`src/rtl/serial_tx_buffer.sv`:
```
// Byte FIFO feeding a UART transmitter (8N1, or 8E1 with SERIAL_TX_PARITY_EN).
// Frames run back to back while the FIFO holds data; overflow is sticky.
module serial_tx_buffer #(
    parameter int CLKS_PER_BIT = 434,
    parameter int DEPTH_LOG2   = 4
) (
    input  logic                  clock,
    input  logic                  reset,
    input  logic [7:0]            data_in,
    input  logic                  wren_in,
    output logic                  ready_out,
    output logic                  tx_out,
    output logic                  busy_out,
    output logic                  overflow_out,
    output logic [DEPTH_LOG2:0]   count_out
);

    localparam int DEPTH = 1 << DEPTH_LOG2;
    localparam logic [DEPTH_LOG2:0] FULL = (DEPTH_LOG2+1)'(DEPTH);
    localparam logic [15:0] BIT_LAST = 16'(CLKS_PER_BIT - 1);

`ifdef SERIAL_TX_PARITY_EN
    typedef enum logic [2:0] {IDLE, START, DATA, PARITY, STOP} state_t;
`else
    typedef enum logic [2:0] {IDLE, START, DATA, STOP} state_t;
`endif

    state_t                state_q, state_d;
    logic [15:0]           cnt_q, cnt_d;
    logic [2:0]            idx_q, idx_d;
    logic [7:0]            shreg_q, shreg_d;
    logic                  tx_q, tx_d;
    logic [7:0]            mem [DEPTH];
    logic [DEPTH_LOG2-1:0] wr_ptr, rd_ptr;
    logic [DEPTH_LOG2:0]   count_q, count_d;
    logic                  ovf_q;
    logic                  push, pop, bit_end;

    assign ready_out    = (count_q != FULL);
    assign push         = wren_in && ready_out;
    assign bit_end      = (cnt_q == BIT_LAST);
    assign tx_out       = tx_q;
    assign busy_out     = (state_q != IDLE);
    assign overflow_out = ovf_q;
    assign count_out    = count_q;

    always_comb begin
        state_d = state_q;
        cnt_d   = cnt_q + 16'd1;
        idx_d   = idx_q;
        shreg_d = shreg_q;
        tx_d    = tx_q;
        pop     = 1'b0;
        unique case (state_q)
            IDLE: begin
                tx_d  = 1'b1;
                cnt_d = '0;
                if (count_q != '0) begin
                    pop     = 1'b1;
                    shreg_d = mem[rd_ptr];
                    state_d = START;
                    tx_d    = 1'b0;
                end
            end
            START: begin
                if (bit_end) begin
                    cnt_d   = '0;
                    idx_d   = '0;
                    state_d = DATA;
                    tx_d    = shreg_q[0];
                end
            end
            DATA: begin
                if (bit_end) begin
                    cnt_d = '0;
                    if (idx_q == 3'd7) begin
`ifdef SERIAL_TX_PARITY_EN
                        state_d = PARITY;
                        tx_d    = ^shreg_q;
`else
                        state_d = STOP;
                        tx_d    = 1'b1;
`endif
                    end else begin
                        idx_d = idx_q + 3'd1;
                        tx_d  = shreg_q[idx_q + 3'd1];
                    end
                end
            end
`ifdef SERIAL_TX_PARITY_EN
            PARITY: begin
                if (bit_end) begin
                    cnt_d   = '0;
                    state_d = STOP;
                    tx_d    = 1'b1;
                end
            end
`endif
            STOP: begin
                if (bit_end) begin
                    cnt_d = '0;
                    // chain straight into the next start bit, no idle gap
                    if (count_q != '0) begin
                        pop     = 1'b1;
                        shreg_d = mem[rd_ptr];
                        state_d = START;
                        tx_d    = 1'b0;
                    end else begin
                        state_d = IDLE;
                        tx_d    = 1'b1;
                    end
                end
            end
            default: begin
                state_d = IDLE;
                tx_d    = 1'b1;
            end
        endcase
    end

    always_comb begin
        unique case ({push, pop})
            2'b10:   count_d = count_q + 1'b1;
            2'b01:   count_d = count_q - 1'b1;
            default: count_d = count_q;
        endcase
    end

    always_ff @(posedge clock) begin
        if (reset) begin
            state_q <= IDLE;
            cnt_q   <= '0;
            idx_q   <= '0;
            shreg_q <= '0;
            tx_q    <= 1'b1;
            wr_ptr  <= '0;
            rd_ptr  <= '0;
            count_q <= '0;
            ovf_q   <= 1'b0;
        end else begin
            state_q <= state_d;
            cnt_q   <= cnt_d;
            idx_q   <= idx_d;
            shreg_q <= shreg_d;
            tx_q    <= tx_d;
            count_q <= count_d;
            if (push) wr_ptr <= wr_ptr + 1'b1;
            if (pop) rd_ptr <= rd_ptr + 1'b1;
            if (wren_in && !ready_out) ovf_q <= 1'b1;
        end
    end

    always_ff @(posedge clock) begin
        if (push && !reset) mem[wr_ptr] <= data_in;
    end

endmodule

```
`config.mk`:
```
export PLATFORM = sky130hd
export DESIGN_NAME = serial_tx_buffer
export DESIGN_NICKNAME = d
export VERILOG_FILES = /design/src/rtl/serial_tx_buffer.sv
export SDC_FILE = /design/constraint.sdc
export NUM_CORES = 1
export LEC_CHECK = 0
export CAP_MARGIN = 20
export CORE_MARGIN = 2
export CORE_UTILIZATION = 45
export CTS_BUF_LIST = sky130_fd_sc_hd__clkbuf_4 sky130_fd_sc_hd__clkbuf_8 sky130_fd_sc_hd__clkbuf_16
export DETAILED_ROUTE_END_ITERATION = 16
export PLACE_DENSITY_LB_ADDON = 0.3
export RECOVER_POWER = 100
export SLEW_MARGIN = 20
export SYNTH_ARGS = -nofsm -noshare
export SYNTH_HDL_FRONTEND = slang
export SYNTH_SLANG_ARGS = --single-unit
```
`constraint.sdc`:
```
create_clock -name clock -period 3 [get_ports clock]
set_input_delay 0.75 -clock clock [delete_from_list [all_inputs] [get_ports clock]]
set_output_delay 0.75 -clock clock [all_outputs]
set_load 0.005 [all_outputs]
```
; ---- Word-level counts from Yosys, hierarchy flattened
; Memory sizes are Yosys's and may differ from the RTL's. A register that Yosys moved wholly into a read port is not among the register bits.
; Index checks and enable logic that the tools add are counted.
[totals]
mem_count = 1
mem_bits_rw = 128
rom_bits = 0
register_bits = 45
out_inout_bits = 9
in_bits = 11
latchBits = 0
[memory_table]
columns = memory, depth, width, rd, rd_clocked_by_memory_dff, wr, line_no
row1 = mem, 16, 8, 1, 1, 1, 33  ; logic [7:0] mem [DEPTH];
[classes]
add_sub_neg = 6
n_reduce_logical = 16
n_mul = 0
n_shift = 0
div_mod_pow = 0
n_lt_le_gt_ge = 1
mux = 32
eq_ne = 14
n_bitwise = 0
[op_table]
columns = op, count
row1 = $pmux 16 s2, 1
row2 = $mux 3, 8
row3 = $add 16x1->16 const B, 1
row4 = $eq 16x9->1 const B, 1
row5 = $mux 16, 1
row6 = $mux 8, 2
row7 = $pmux 8 s2, 1
row8 = $ne 2x2->1 const B, 6
row9 = $pmux 3 s4, 1
row10 = $mux 1, 11
row11 = $pmux 5 s2, 1
row12 = $add 4x1->4 const B, 2
row13 = $mux 4, 2
row14 = $eq 3x2->1 const B, 2
row15 = $pmux 3 s2, 1
row16 = $reduce_bool 2->1, 3
row17 = $add 5x1->5 const B, 1
row18 = $ne 5x5->1 const B, 1
row19 = $reduce_and 5->1, 1
row20 = $reduce_bool 5->1, 1
row21 = $sub 5x1->5 const B, 1
row22 = $lt 3x4->1 const B, 1
row23 = $pmux 1 s4, 1
row24 = $reduce_and 4->1, 1
row25 = other kinds (14), 17

; ---- Logic depth before layout (Yosys ltp)
[logic_depth]
ltp_word = 6
mapped_depth = 16

; ---- Worst setup path before layout
; No wires, ideal clock.
[synth_timing]
kind = flip-flop to flip-flop
start = register count_q[1], in the netlist count_out[1]
end = register count_q[4], in the netlist count_out[4]
path_buffers = 2
setup_slack_ps = -123
synth_period_minus_slack_ps = 3123
arrival_time_ps = 3000
setup_time_ps = 123
stages_incl_launch_ff = 13
cell_sequence = dfxtp_1 > clkbuf_1 > nor4_1 > nor2b_1 > clkbuf_1 > nor3_2 > ha_1 > ha_1 > a21oi_1 > a211o_1 > o41a_1 > a221oi_2 > mux2_1
[synth_via]
elab_chain_len = 6
word_cells_on_any_way = 12
[synth_rtl]
columns = element, line_no
row1 = "start, declared", 35  ; logic [DEPTH_LOG2:0] count_q, count_d;
row2 = "start signal, assigned", 146  ; count_q <= count_d;
row3 = $reduce_bool 5->1 (*), "58, 103"
row4 = $mux 1 (*), "58, 103"
row5 = $mux 1, 100  ; if (bit_end) begin
row6 = $pmux 1 s2 (*), 54  ; unique case (state_q)
row7 = via pop, 37  ; logic push, pop, bit_end;
row8 = $eq 2x1->1 / $eq 2x2->1 (equally long branches), 122  ; unique case ({push, pop})
row9 = $pmux 5 s2 / $reduce_bool 2->1 (equally long branches), -
; The timed path passes the listed nets; every way through them passes the cells marked *.
; A chain may end at the register's enable or synchronous reset.

; ---- Worst setup path after layout
[layout_timing]
start = register cnt_q[10]
end = register count_q[4], in the netlist count_out[4]
[layout_via]
elab_chain_len = 5
word_cells_on_any_way = 7
[layout_rtl]
columns = element, line_no
row1 = "start, declared", 29  ; logic [15:0] cnt_q, cnt_d;
row2 = "start signal, assigned", 142  ; cnt_q <= cnt_d;
row3 = $eq 16x9->1 (*), 41  ; assign bit_end = (cnt_q == BIT_LAST);
row4 = $mux 1 (*), 100
row5 = $pmux 1 s2 (*), 54
row6 = via pop, 37
row7 = $eq 2x1->1 / $eq 2x2->1 (equally long branches), 122
row8 = $pmux 5 s2 / $reduce_bool 2->1 (equally long branches), -
; Marked as above.

==> impl_metrics.toml <==
[status]
run_status = "finished, violations left"
violations = "negative setup slack"

[worst_setup_path]
slowest_stage = "or4_4"
cp.arrival_ps = 3350
worst_path_largest_cell_delay_ps = 540
worst_setup_path_end_kind = "flip-flop"
worst-setup-path-type = "reg2reg"
critPathMaxFanout = 5
path_cells = "or4_4 -> nor2_4 -> a21oi_4 -> nor3_2 -> buf_4 -> ha_4 -> buf_6 -> xor2_2 -> ha_2 -> nand2_1 -> a21oi_2 -> nor2_1 -> o41a_1 -> a221oi_2 -> mux2_1"
crit_path_start_kind = "flip-flop"
critPathRequiredTime_ps = 3320

[layout]
mostFrequentLayoutCells = "edfxtp_1, nor2_1, buf_4, dfxtp_1, mux4_2"
nets = 561
fin_cells = 763
area_delta_synth_final_pct = 19.1
num-fill-cells = 1297
drive_above_1_share = 0.252
antenna_cells = 0
stdcell_area_sq_um = 8700
final_common_cell = "edfxtp_1"

[place]
routabilityCongestion = 0.752
placed_area_sq_um = 8020
post-place-cells = 726
portBuffers = 19
dp_hpwl_mm = 9.00

[clocking]
cts_max_path_buffers = 2
insertion_delay_ps = 430
holdBufCountCts = 0
htree_levels = 4
cts_sinks = 176
root_buffer = "clkbuf_16"
path_clk_slew_ps = 70
cts_tree = "done"
cts_inserted_buffers = 17

[floorplan]
row_count = 46
die-width_um = 131
start_util = 0.460
die_y_um = 131
fp.dieArea_sq_um = 17300
core_sq_um = 15900
io_pins = 20

[power]
internal_power_w = 0.00477
switching_share = 0.298
power_density_nw_per_um2 = 780
clkPwrFrac = 0.320
p_leak_nw = 2.94
power_switching_w = 0.00202
combPwrFrac = 0.265
p_total_w = 0.00679
peakVddDrop_mv = 0.429
seq_power_share = 0.414

[synth]
synth_edf_count = 128
synth_flop_cell = "edfxtp_1"
seq_area_frac_synth = 0.657
async_reset_ff_frac = 0
synth_nets = 500
synth-seq-cells = 176
synth.distinct_cells = 48
ys_warn_count = 0
syn-instance-count = 473
synth.cell_area_sq_um = 7310
synth.avg_cell_area_sq_um = 15.5

[route]
drtIter0Drc = 392
first_pass_iters = 4
ant_nets = 0
drc = 0
viasPerCell = 5.28
wire_per_inst_um = 17.8
totalWireLength_mm = 13.5
dr_total_vias = 4027

[timing]
period_minus_slack_ps = 3030
setup_viol = 1
drv_slew = 0
rsz0062_at_grt = "yes"
final.setup.tns_ps = -33.0
tightest_slew_ps = 577
slew_headroom = 0.615
finalHoldViolCount = 0
fmaxAchievable_mhz = 330
finalCritPeriodShare = 1.01
fin_worst_skew_ps = 11.5
fin_ws_ps = -33.0

[grt]
grt_pass1_vias = 4214
grt_max_degree = 33
track_usage = 0.166
overflow = 0
grt_pass1_wl_mm = 22.2
grt_antenna_before_repair = 0

[run]
maxCapViolations = 0

[hold_path]
hold_class = "reg2reg"
[power by group through the flow]
stage / clock network, W / registers (W) / logic, W
global route: 0.00231 / 0.00282 / 0.00197
finish: 0.00218 / 0.00281 / 0.00180
detailed placement: 0 / 0.00287 / 0.00168
CTS: 0.00222 / 0.00281 / 0.00178
global placement: 0 / 0.00286 / 0.00165
floorplan: 0 / 0.00285 / 0.00112
[critical path, delay by kind of cell (launching register included)]
family	cells	cell delay [ps]
AND/OR/NAND/NOR	5	950
AO/OA/AOI/OAI	4	570
multiplexers	1	340
flip-flops	1	330
adder cells (fa/ha/maj)	2	330
buffers and inverters	2	280
XOR/XNOR	1	130
[path summary, 6_finish.rpt]
path	from	to	slack (ps)	cells after the start
max	cnt_q[10]$_SDFF_PP0_	count_out[4]$_SDFFE_PP0P_	-30	15
min	idx_q[2]$_SDFFE_PP0P_	idx_q[2]$_SDFFE_PP0P_	470	2
max reg2reg	cnt_q[10]$_SDFF_PP0_	count_out[4]$_SDFFE_PP0P_	-30	15
min reg2reg	idx_q[2]$_SDFFE_PP0P_	idx_q[2]$_SDFFE_PP0P_	470	2
[kinds of logic after synthesis]
logic type / after synthesis / share of synthesized area
muxes: 49 / 0.140
and+or+nand+nor: 131 / 0.0890
buffers and inverters: 43 / 0.0231
DFF: 176 / 0.657
xor gates and xnor gates: 22 / 0.0264
adders and majority gates: 16 / 0.0274
AOI/OAI and AO/OA: 36 / 0.0373
[cell usage after synthesis (2+ instances only)]
library cell | number | area share
edfxtp_1 | 128 | 0.53
nor2_1 | 53 | 0.027
dfxtp_1 | 48 | 0.13
mux4_2 | 42 | 0.13
nand2_1 | 22 | 0.011
clkbuf_1 | 17 | 0.0087
inv_1 | 17 | 0.0087
ha_1 | 16 | 0.027
xor2_1 | 14 | 0.017
a21oi_1 | 10 | 0.0068
nand3_1 | 8 | 0.0055
o2bb2ai_1 | 8 | 0.0096
xnor2_1 | 8 | 0.0096
nor3_1 | 7 | 0.0048
buf_2 | 6 | 0.0041
nand2b_1 | 6 | 0.0051
nor2b_1 | 6 | 0.0051
and3_1 | 4 | 0.0034
mux2i_1 | 4 | 0.0055
nand4_1 | 4 | 0.0034
and2_1 | 3 | 0.0026
and4_1 | 3 | 0.0036
buf_1 | 3 | 0.0015
nor4_1 | 3 | 0.0026
or3_1 | 3 | 0.0026
a31oi_1 | 2 | 0.0017
mux2_2 | 2 | 0.0031
nor4b_1 | 2 | 0.0024
o211ai_1 | 2 | 0.0021
o21ai_0 | 2 | 0.0014
o31ai_1 | 2 | 0.0021
o41a_1 | 2 | 0.0031
[repair_timing]
| action | 4_1_cts | 5_1_grt |
|---|---|---|
| gates cloned | 0 | 0 |
| endpoints found under the setup margin | 1 | 1 |
| endpoints found under the hold margin | 0 | 0 |
| pin swaps | 3 | 2 |
| resized for setup | 7 | 2 |
| buffers inserted | 3 | 2 |
[area by class of cell]
class	instances	area, sq um	area share
inverters	17	63.8	0.00733
clock inverters	15	181	0.0208
flip-flops and latches	176	4810	0.552
repair buffers	68	574	0.0660
multi-input cells	254	2380	0.274
well taps	216	270	0.0310
clock buffers	17	425	0.0489
[routing by layer]
layer  global-route usage  part of all wire
met4               0.0610             0.014
met2                0.273              0.50
met5                    0                 0
met3               0.0324             0.034
met1                0.219              0.45
[metrics by stage]
stage | utilization | hold slack (ps) | setup slack, ps
2_1_floorplan | - | 427 | 7.04
3_3_place_gp | 0.505 | 440 | -164
3_5_place_dp | 0.505 | 452 | -250
4_1_cts | 0.547 | 465 | -1.65
5_1_grt | 0.548 | 483 | -178
6_report | 0.548 | 466 | -33.0
[sequential cells by signal, summed over array words and instances, names as in the netlist, named ones only]
name and count:
wr_ptr 4, state_q 2, overflow_out 1, rd_ptr 4
shreg_q 8, tx_out 1, mem 128, cnt_q 16
idx_q 3, count_out 5
No activity file was read; power rests on OpenSTA's default activity.
